<file path="src/rtl/uart_frame_dumper.sv">
// Streams a stored frame buffer to a byte UART: sync byte, frame count, then every word MSB byte first.
// Each word costs RD_LAT+1 fetch cycles; every byte waits for uart_busy_i low plus a full holdoff interval.
module uart_frame_dumper #(
    parameter int         X_COUNT        = 40,
    parameter int         Y_COUNT        = 30,
    parameter int         XW             = 6,
    parameter int         YW             = 5,
    parameter int         BYTES_PER_WORD = 4,
    parameter int         RD_LAT         = 1,
    parameter int         HOLDOFF_BITS   = 13,
    parameter logic [7:0] SYNC_BYTE      = 8'hA5
) (
    input  logic                        sys_clk_i,
    input  logic                        sys_rst_n_i,
    input  logic                        trigger_i,
    input  logic                        continuous_i,
    output logic [XW-1:0]               read_x_o,
    output logic [YW-1:0]               read_y_o,
    input  logic [8*BYTES_PER_WORD-1:0] read_data_i,
    input  logic                        uart_busy_i,
    output logic                        uart_wr_o,
    output logic [7:0]                  uart_dat_o,
    output logic                        busy_o,
    output logic                        frame_done_o
);

    localparam int DW = 8 * BYTES_PER_WORD;
    localparam int BW = (BYTES_PER_WORD > 1) ? $clog2(BYTES_PER_WORD) : 1;
    localparam int LW = (RD_LAT > 0) ? $clog2(RD_LAT + 1) : 1;

    localparam logic [XW-1:0] X_LAST = XW'(X_COUNT - 1);
    localparam logic [YW-1:0] Y_LAST = YW'(Y_COUNT - 1);
    localparam logic [BW-1:0] B_LAST = BW'(BYTES_PER_WORD - 1);
    localparam logic [LW-1:0] L_LAST = LW'(RD_LAT);

    typedef enum logic [2:0] {
        IDLE,
        HDR0,
        HDR1,
        FETCH,
        SEND,
        DONE
    } state_t;

    state_t                  state;
    logic                    trig_q;
    logic [7:0]              frame_cnt;
    logic [HOLDOFF_BITS-1:0] hc;
    logic [DW-1:0]           word_q;
    logic [BW-1:0]           b;
    logic [LW-1:0]           lat_cnt;

    logic start;
    logic hc_sat;
    logic write_ok;

    assign start    = trigger_i & ~trig_q;
    assign hc_sat   = &hc;
    assign write_ok = hc_sat & ~uart_busy_i & ~uart_wr_o;

    // Holdoff restarts on every strobe and for as long as the UART reports busy.
    always_ff @(posedge sys_clk_i or negedge sys_rst_n_i) begin
        if (!sys_rst_n_i) begin
            hc <= '0;
        end else if (uart_busy_i || uart_wr_o) begin
            hc <= '0;
        end else if (!hc_sat) begin
            hc <= hc + 1'b1;
        end
    end

    always_ff @(posedge sys_clk_i or negedge sys_rst_n_i) begin
        if (!sys_rst_n_i) begin
            state        <= IDLE;
            trig_q       <= 1'b1;
            frame_cnt    <= '0;
            word_q       <= '0;
            b            <= '0;
            lat_cnt      <= '0;
            read_x_o     <= '0;
            read_y_o     <= '0;
            uart_wr_o    <= 1'b0;
            uart_dat_o   <= '0;
            busy_o       <= 1'b0;
            frame_done_o <= 1'b0;
        end else begin
            trig_q       <= trigger_i;
            uart_wr_o    <= 1'b0;
            frame_done_o <= 1'b0;

            case (state)
                IDLE: begin
                    if (start || continuous_i) begin
                        read_x_o <= '0;
                        read_y_o <= '0;
                        busy_o   <= 1'b1;
                        state    <= HDR0;
                    end
                end

                HDR0: begin
                    if (write_ok) begin
                        uart_wr_o  <= 1'b1;
                        uart_dat_o <= SYNC_BYTE;
                        state      <= HDR1;
                    end
                end

                HDR1: begin
                    if (write_ok) begin
                        uart_wr_o  <= 1'b1;
                        uart_dat_o <= frame_cnt;
                        lat_cnt    <= '0;
                        state      <= FETCH;
                    end
                end

                // Address is held for the whole fetch; data is taken on its final cycle.
                FETCH: begin
                    if (lat_cnt == L_LAST) begin
                        word_q <= read_data_i;
                        b      <= '0;
                        state  <= SEND;
                    end else begin
                        lat_cnt <= lat_cnt + 1'b1;
                    end
                end

                SEND: begin
                    if (write_ok) begin
                        uart_wr_o  <= 1'b1;
                        uart_dat_o <= word_q[DW-1 -: 8];
                        word_q     <= word_q << 8;
                        if (b == B_LAST) begin
                            lat_cnt <= '0;
                            if (read_x_o == X_LAST && read_y_o == Y_LAST) begin
                                state <= DONE;
                            end else begin
                                if (read_x_o == X_LAST) begin
                                    read_x_o <= '0;
                                    read_y_o <= read_y_o + 1'b1;
                                end else begin
                                    read_x_o <= read_x_o + 1'b1;
                                end
                                state <= FETCH;
                            end
                        end else begin
                            b <= b + 1'b1;
                        end
                    end
                end

                DONE: begin
                    frame_done_o <= 1'b1;
                    frame_cnt    <= frame_cnt + 1'b1;
                    busy_o       <= 1'b0;
                    state        <= IDLE;
                end

                default: state <= IDLE;
            endcase
        end
    end

endmodule
</file>
<file path="config.mk">
export PLATFORM = sky130hd
export DESIGN_NAME = uart_frame_dumper
export DESIGN_NICKNAME = d
export VERILOG_FILES = /design/src/rtl/uart_frame_dumper.sv
export SDC_FILE = /design/constraint.sdc
export NUM_CORES = 1
export LEC_CHECK = 0
export ABC_AREA = 1
export CORE_ASPECT_RATIO = 1.2
export CORE_MARGIN = 2
export CORE_UTILIZATION = 55
export CTS_CLUSTER_DIAMETER = 150
export DETAILED_ROUTE_END_ITERATION = 8
export HOLD_SLACK_MARGIN = 0.15
export PLACE_DENSITY = 0.89
export SYNTH_ARGS = -nofsm -noshare
export SYNTH_HDL_FRONTEND = slang
export SYNTH_SLANG_ARGS = --single-unit
</file>
<file path="constraint.sdc">
create_clock -name sys_clk_i -period 2.57 [get_ports sys_clk_i]
set_clock_uncertainty 0.15 [all_clocks]
set_input_delay 0.514 -clock sys_clk_i [delete_from_list [all_inputs] [get_ports sys_clk_i]]
set_output_delay 0.514 -clock sys_clk_i [all_outputs]
set_load 0.03 [all_outputs]
</file>
Word-level counts from Yosys, hierarchy flattened:

Index checks and enable logic that the tools add are counted.

* flip-flop bits (word level): 82
* bits in latches: 0
* bits in writable memories: 0
* bits in read-only memories: 0
* input port bits: 37
* output and inout port bits: 22
* logic and storage cells: 105
* memories: 0

* add/subtract/negate cells: 6
* multiply operators: 0
* div/mod/pow operators: 0
* $lt $le $gt $ge: 0
* eq/ne operators: 18
* shifts and indexed selects: 0
* muxes and demuxes: 43
* bitwise logic cells: 6
* reductions and logical operators: 19

Operator list (count)
* two-way mux 32 bit: 2
* case mux 32 bit (2 select lines): 1
* two-way mux 6 bit: 5
* two-way mux 13 bit: 2
* two-way mux 5 bit: 5
* two-way mux 8 bit: 3
* case mux 8 bit (3 select lines): 1
* two-way mux 3 bit: 7
* inequality test 2 bit, second input constant: 9
* case mux 3 bit (5 select lines): 1
* adder 13 x 1 -> 13 bit, second input constant: 1
* AND reduction 13 bit: 1
* case mux 6 bit (2 select lines): 1
* AND reduction 4 bit: 3
* AND reduction 6 bit: 2
* case mux 5 bit (2 select lines): 1
* adder 8 x 1 -> 8 bit, second input constant: 1
* two-way mux 1 bit: 8
* adder 6 x 1 -> 6 bit, second input constant: 1
* equality test 3 x 2 -> 1 bit, second input constant: 2
* equality test 3 bit, second input constant: 2
* equality test 6 bit, second input constant: 1
* two-way mux 2 bit: 3
* nonzero test 2 bit: 3
* 20 further kinds: 26

Longest topological paths before layout:

Gate-level depths: netlist (run 1).

* depth after elaboration: 6
* depth in mapped cells: 11
* mapped depth without buffers: 11

Least setup slack after synthesis (run 1):

No wires, ideal clock.

* kind: reg-to-reg
* start point: register read_x_o[0]
* end point: register read_y_o[0]
* setup time: 0.118 ns
* data arrival time: 1.736 ns
* path slack: 0.566 ns
* cell stages (with the launch flop): 12
* path buffers: 1
* clock period less this slack: 2.004 ns
* cells stage by stage: dfrtp_1 -> ha_1 -> nand2_1 -> inv_1 -> nand4_1 -> nand2_4 -> nand3_1 -> nand3_2 -> inv_2 -> buf_6 -> nand3_1 -> nand2_1

* longest elaborated chain between the ends: 4
* elaborated cells between the ends (all ways): 5

RTL lines
* start: declaration: RTL line 17 `output logic [XW-1:0] read_x_o,`
* start signal: assignment: RTL line 143 `read_x_o <= read_x_o + 1'b1;`
* equality test 6 bit *: RTL line 136, 139
* logical AND 1 bit: RTL line 136 `if (read_x_o == X_LAST && read_y_o == Y_LAST) begin`
* inequality test 2 bit (no line)
* AND reduction 6 bit (no line) *
* end signal: assignment: RTL line 141 `read_y_o <= read_y_o + 1'b1;`
* end: declaration: RTL line 18 `output logic [YW-1:0] read_y_o,`

Every way passes the cells marked *; elsewhere a longest branch is shown, timed or not.
A chain may end at the register's enable or synchronous reset.

Final worst setup path (run 1):

* start point: register read_y_o[0]
* end point: output port read_y_o[0]

No word-level cell between the ends.

==> results of run 1 <==
flip-flops by register name, indices dropped and copies added, names as in the netlist:
| name | count |
|---|---|
| busy_o | 1 |
| trig_q | 1 |
| lat_cnt | 1 |
| state | 3 |
| b | 2 |
| frame_cnt | 8 |
| frame_done_o | 1 |
| uart_dat_o | 8 |
| read_x_o | 6 |
| uart_wr_o | 1 |
| word_q | 32 |
| hc | 13 |
| read_y_o | 5 |
synthesized netlist by cell type, types with 9 or more instances:
library cell  number
a21oi_1           13
dfrtp_1           81
inv_1             72
nand2_1          121
nand3_1           34
nor2_1            34
o21ai_0           41
o21ai_1           37
xor2_1             9
area by class of cell:
class | count | area [µm²]
flip-flops and latches | 82 | 2050
multi-input cells | 340 | 1710
well taps | 90 | 113
repair buffers | 71 | 703
inverters | 76 | 285
fillers | 588 | 2280
clock inverters | 5 | 30.0
clock buffers | 11 | 141
worst register-to-register path, cell delays in order, from the launching register on:
cell,delay (ps)
dfrtp_1,390
ha_1,260
nand3_1,170
nor2_4,220
nand2_1,180
nor2_2,230
o21ai_2,200
o21ai_1,200
inv_1,60
path summary, 6_finish.rpt:
| kind | depth (start not counted) | startpoint | slack, ps | endpoint |
|---|---|---|---|---|
| max | 1 | read_y_o[0] | 390 | read_y_o[0] |
| min | 1 | uart_dat_o[2] | 350 | uart_dat_o[2] |
| max reg2reg | 8 | hc[0] | 420 | uart_dat_o[3] |
| min reg2reg | 1 | uart_dat_o[2] | 350 | uart_dat_o[2] |
| max in group asynchronous | 3 | sys_rst_n_i | 1150 | word_q[10] |
| min in group asynchronous | 2 | sys_rst_n_i | 510 | uart_dat_o[4] |
power by group through the flow:
| stage | Sequential [µW] | Combinational, µW | Clock, µW |
|---|---|---|---|
| floorplan | 1830 | 1200 | 0 |
| global placement | 1810 | 1550 | 0 |
| detailed placement | 1830 | 1630 | 0 |
| CTS | 1810 | 1650 | 845 |
| global route | 1850 | 1880 | 899 |
| finish | 1810 | 1650 | 830 |
timing repair:
action | CTS | global route
endpoints found under the hold margin | 32 | 0
buffers inserted | 0 | 0
hold buffers | 1 | 0
logic make-up (layout without fill, tap and decap cells):
group / Yosys count / count (layout) / share of synthesized area (%)
AO/OA/AOI/OAI: 106 / 106 / 13.6
XOR/XNOR: 12 / 12 / 2.52
adder cells (fa/ha/maj): 6 / 6 / 1.80
buffers and inverters: 93 / 163 / 9.83
flip-flops: 82 / 82 / 49.2
AND/OR/NAND/NOR: 216 / 216 / 23.1
metal layers:
metal | global-route usage [%] | vias to the layer above | part of all wire (%)
met5 | 0 | - | 0
met4 | 9.93 | 0 | 1.6
met1 | 28.5 | 1718 | 44
met3 | 2.49 | 14 | 3.3
met2 | 42.4 | 91 | 52
li1 | - | 1773 | -
through the flow:
| step | worst slack [ps] | hold WS, ps | util, % | power, µW |
|---|---|---|---|---|
| global placement | 362 | 307 | 66.4 | 3360 |
| CTS | 373 | 356 | 68.8 | 4300 |
| detailed placement | 296 | 335 | 66.4 | 3470 |
| finish | 394 | 355 | 68.8 | 4280 |
| global route | 182 | 381 | 68.8 | 4620 |
| floorplan | 566 | 68.4 | - | 3030 |
==> results.sh, run 1 <==
export IMPL_synth_ff_type="dfrtp_1"
export IMPL_cts_resized=0
export IMPL_synth_fp_nets=558
export IMPL_path_buf_inv=1
export IMPL_cts_max_path_buffers=2
export IMPL_antenna_found_initial=0
export IMPL_hold_class="flop to flop"
export IMPL_die_area_um2=8300
export IMPL_power_density_nw_per_um2=851
export IMPL_synth_edf_count=0
export IMPL_worstMarginPinSlew_ps=629
export IMPL_pwr_share_comb_pct=38.4
export IMPL_layout_commonest_cell="nand2_1"
export IMPL_ys_warnings_count=0
export IMPL_drc=0
export IMPL_rsz0062_at_grt="no"
export IMPL_clock_latency_ps=340
export IMPL_cp_top_family="buffers and inverters"
export IMPL_final_cell_mix="120 x nand2_1, 81 x dfrtp_1, 72 x inv_1"
export IMPL_io_buffers=58
export IMPL_ir_worst_vdd_mv=0.517
export IMPL_syn_inst=515
export IMPL_layout_min_cycle_time_ps=2180
export IMPL_hpwl_um=6650
export IMPL_grt_ovfl_total=0
export IMPL_tns_ps=0
export IMPL_async_reset_ff_share_pct=100
export IMPL_detail_route_wl_per_cell_um=13.3
export IMPL_core_um2=7320
export IMPL_dpl_cell_count=658
export IMPL_syn_to_final_growth_pct=20.7
export IMPL_gp_congestion=0.889
export IMPL_static_leakage_power_uw=0.00239
export IMPL_status="finished clean"
export IMPL_fp_dieH_um=99.4
export IMPL_tritoncts="yes"
export IMPL_root_buffer="clkbuf_8"
export IMPL_io_pins=59
export IMPL_antenna_cells=0
export IMPL_setup_viol=0
export IMPL_drive_gt1_share_pct=8.21
export IMPL_synth_top_area_cell="dfrtp_1"
export IMPL_synth_cell_type_count=41
export IMPL_ys_top_cells_by_area="dfrtp_1 49%, nand2_1 11%, inv_1 6.5%, o21ai_0 4.9%, o21ai_1 4.4%"
export IMPL_p_int_uw=2600
export IMPL_crit_fanout=6
export IMPL_syn_cell_area_um2=4170
export IMPL_firstDrtPassIters=5
export IMPL_worstPathCellList="clkdlybuf4s50_1"
export IMPL_grt_max_degree=56
export IMPL_endpoint_kind="output port"
export IMPL_start_util_pct=57.0
export IMPL_cts_htree_levels=3
export IMPL_place_area_um2=4860
export IMPL_critPathSlowestCell="clkdlybuf4s50_1"
export IMPL_path_clk_slew_ps=80
export IMPL_layout_nets=623
export IMPL_cp_slowest_stage_delay_ps=710
export IMPL_yosysSeqAreaShare_pct=49.2
export IMPL_via_per_inst=5.33
export IMPL_fin_area_um2=5040
export IMPL_power_switching_share_pct=39.2
export IMPL_die_w_um=83.5
export IMPL_numCtsBuffers=9
export IMPL_finalHoldViolations=0
export IMPL_grt_pass1_wl_um=16000
export IMPL_synth_top_area_share_pct=48.6
export IMPL_crit_arrival_ps=1510
export IMPL_grt_pass1_vias=3665
export IMPL_drv_cap=0
export IMPL_vias=3596
export IMPL_ys_seq_elements=82
export IMPL_p_switching_uw=1680
export IMPL_clkPwrFrac_pct=19.4
export IMPL_crit_type="flop to output port"
export IMPL_clock_fmax_ghz=0.460
export IMPL_stdcell_count=675
export IMPL_placementRows=34
export IMPL_seq_power_share_pct=42.2
export IMPL_track_usage_pct=23.4
export IMPL_crit_path_start_kind="flop"
export IMPL_synth_area_per_cell_um2=8.10
export IMPL_postRouteAntennaNets=0
export IMPL_drtIter0Drc=198
export IMPL_routed_wl_um=9010
export IMPL_min_period_over_period_pct=84.7
export IMPL_slew_headroom_pct=57.8
export IMPL_cp_required_ps=1910
export IMPL_slew_viol_final=0
export IMPL_clkSinkCount=82
Note: power is estimated with default switching activity, not from simulation.
==> run 2: changes to the inputs <==
CORE_UTILIZATION = 49   (was 55)
PLACE_DENSITY = 0.85   (was 0.89)
clock period = 1.8 ns   (was 2.57 ns; I/O delays follow)
==> results.sh, run 2 (synthesis results as in run 1) <==
export IMPL_status="complete, but fails checks"
export IMPL_violations="setup timing"
export IMPL_path_buf_inv=3
export IMPL_setup_viol=35
export IMPL_drc=0
export IMPL_via_per_inst=5.32
export IMPL_cp_depth=11
export IMPL_clkPwrFrac_pct=21.0
export IMPL_reg_top3="word_q: 32 flops, hc: 13 flops"
export IMPL_rr_worst_depth=11
export IMPL_path_clk_slew_ps=80
export IMPL_crit_path_start_kind="flop"
export IMPL_core_um2=8200
export IMPL_track_usage_pct=23.9
export IMPL_slew_headroom_pct=70.8
export IMPL_drtIter0Drc=249
export IMPL_worstMarginPinSlew_ps=438
export IMPL_layout_nets=671
export IMPL_min_period_over_period_pct=103
export IMPL_vias=3972
export IMPL_fp_dieH_um=105
export IMPL_cts_htree_levels=3
export IMPL_layout_min_cycle_time_ps=1850
export IMPL_numCtsBuffers=9
export IMPL_clock_latency_ps=360
export IMPL_clkSinkCount=82
export IMPL_largest_register_ffs=32
export IMPL_crit_type="flop to flop"
export IMPL_static_leakage_power_uw=0.00282
export IMPL_cp_required_ps=1930
export IMPL_place_area_um2=5200
export IMPL_crit_arrival_ps=1980
export IMPL_p_total_uw=7880
export IMPL_rsz0062_at_grt="yes"
export IMPL_crit_fanout=5
export IMPL_final_cell_mix="95 x nand2_1, 77 x dfrtp_1, 68 x inv_1"
export IMPL_placementRows=36
export IMPL_worstPathCellList="ha_4 -> nand3_4 -> nor2_4 -> nand3_4 -> nand2_4 -> buf_6 -> nand3_4 -> inv_4 -> buf_6 -> nand2_2 -> o21ai_1"
export IMPL_p_switching_uw=3050
export IMPL_hpwl_um=6880
export IMPL_p_int_uw=4830
export IMPL_die_w_um=88.2
export IMPL_slew_viol_final=0
export IMPL_power_density_nw_per_um2=1330
export IMPL_finalHoldViolations=0
export IMPL_routed_wl_um=11400
export IMPL_clock_fmax_ghz=0.541
export IMPL_fin_area_um2=5920
export IMPL_antenna_found_initial=0
export IMPL_postRouteAntennaNets=0
export IMPL_fin_ws_ps=-47.6
export IMPL_grt_pass1_wl_um=17800
export IMPL_dpl_cell_count=712
export IMPL_syn_to_final_growth_pct=41.8
export IMPL_power_switching_share_pct=38.7
export IMPL_grt_ovfl_total=0
export IMPL_cts_max_path_buffers=2
export IMPL_die_area_um2=9270
export IMPL_seqCellArea_um2=2060
export IMPL_antenna_cells=0
export IMPL_hold_class="primary input to flop"
export IMPL_multi_input_area_um2=2020
export IMPL_firstDrtPassIters=6
export IMPL_pwr_share_comb_pct=45.9
export IMPL_root_buffer="clkbuf_8"
export IMPL_start_util_pct=50.9
export IMPL_detail_route_wl_per_cell_um=15.2
export IMPL_ir_worst_vdd_mv=0.753
export IMPL_seq_power_share_pct=33.1
export IMPL_endpoint_kind="flop"
export IMPL_layout_commonest_cell="nand2_1"
export IMPL_stdcell_count=747
export IMPL_grt_max_degree=39
export IMPL_io_buffers=58
export IMPL_drive_gt1_share_pct=25.4
export IMPL_cp_slowest_stage_delay_ps=410
export IMPL_io_pins=59
export IMPL_top_register="word_q"
export IMPL_gp_congestion=0.898
export IMPL_grt_pass1_vias=3932
export IMPL_hold_depth=1
export IMPL_tritoncts="yes"
export IMPL_drv_cap=0
export IMPL_critPathSlowestCell="dfrtp_1"
export IMPL_fillers=573
export IMPL_cpMostUsedCell="nand3_4"
export IMPL_cp_top_family="simple AND/OR/NAND/NOR gates"
run 2: worst reg2reg max path, stage by stage, from the launching register on:
cell and delay, ps:
dfrtp_1 410, ha_4 170, nand3_4 90, nor2_4 150, nand3_4 110, nand2_4 120
buf_6 110, nand3_4 120, inv_4 110, buf_6 130, nand2_2 50, o21ai_1 70
run 2: worst paths after layout:
kind / start / to / slack, ps
worst max-delay path: hc[1] / read_x_o[3] / -50
max in group asynchronous: sys_rst_n_i / trig_q / 580
min in group asynchronous: sys_rst_n_i / uart_dat_o[4] / 330
worst min-delay path: trigger_i / trig_q / 280
worst min register to register: lat_cnt / lat_cnt / 340
worst max register to register: hc[1] / read_x_o[3] / -50
run 2: per-stage QoR:
step                hold WS (ps)  util, %  worst slack, ps  TNS (ps)
floorplan                  -85.6        -            -31.9      -225
global placement             183     63.5             -247     -7390
detailed placement           184     63.5             -275     -9090
CTS                          278     68.6            -39.2      -908
global route                 277     72.2             -134     -4200
finish                       281     72.2            -47.6      -774
run 2: layout make-up:
| class | count | area share, % |
|---|---|---|
| inverter | 76 | 4.99 |
| sequential | 82 | 34.8 |
| clock inverter | 6 | 1.92 |
| timing repair buffer | 117 | 19.4 |
| clock buffer | 10 | 2.33 |
| multi-input combinational | 342 | 34.2 |
| tap | 114 | 2.41 |
run 2: what timing repair did:
| action | in CTS | in global routing |
|---|---|---|
| pin swaps | 4 | 14 |
| gates cloned | 3 | 6 |
| resized for setup | 34 | 71 |
| hold buffers | 1 | 0 |
| setup buffers | 8 | 4 |
| endpoints found under the hold margin | 30 | 0 |
| endpoints found under the setup margin | 52 | 62 |
run 2: per-layer routing:
layer | GRT usage [%] | share of wire, % | vias to the layer above
met4 | 9.31 | 2.4 | 0
met2 | 40.7 | 53 | 136
li1 | - | - | 1876
met3 | 2.84 | 3.8 | 27
met1 | 30.6 | 41 | 1933
met5 | 0 | 0 | -
run 2: power by group through the flow:
stage | clock (µW) | sequential, µW | combinational [µW]
after floorplan | 0 | 2630 | 1760
after global placement | 0 | 2580 | 2560
after detailed placement | 0 | 2610 | 2660
after CTS | 1660 | 2570 | 3140
after global routing | 1750 | 2650 | 3910
final | 1650 | 2610 | 3610
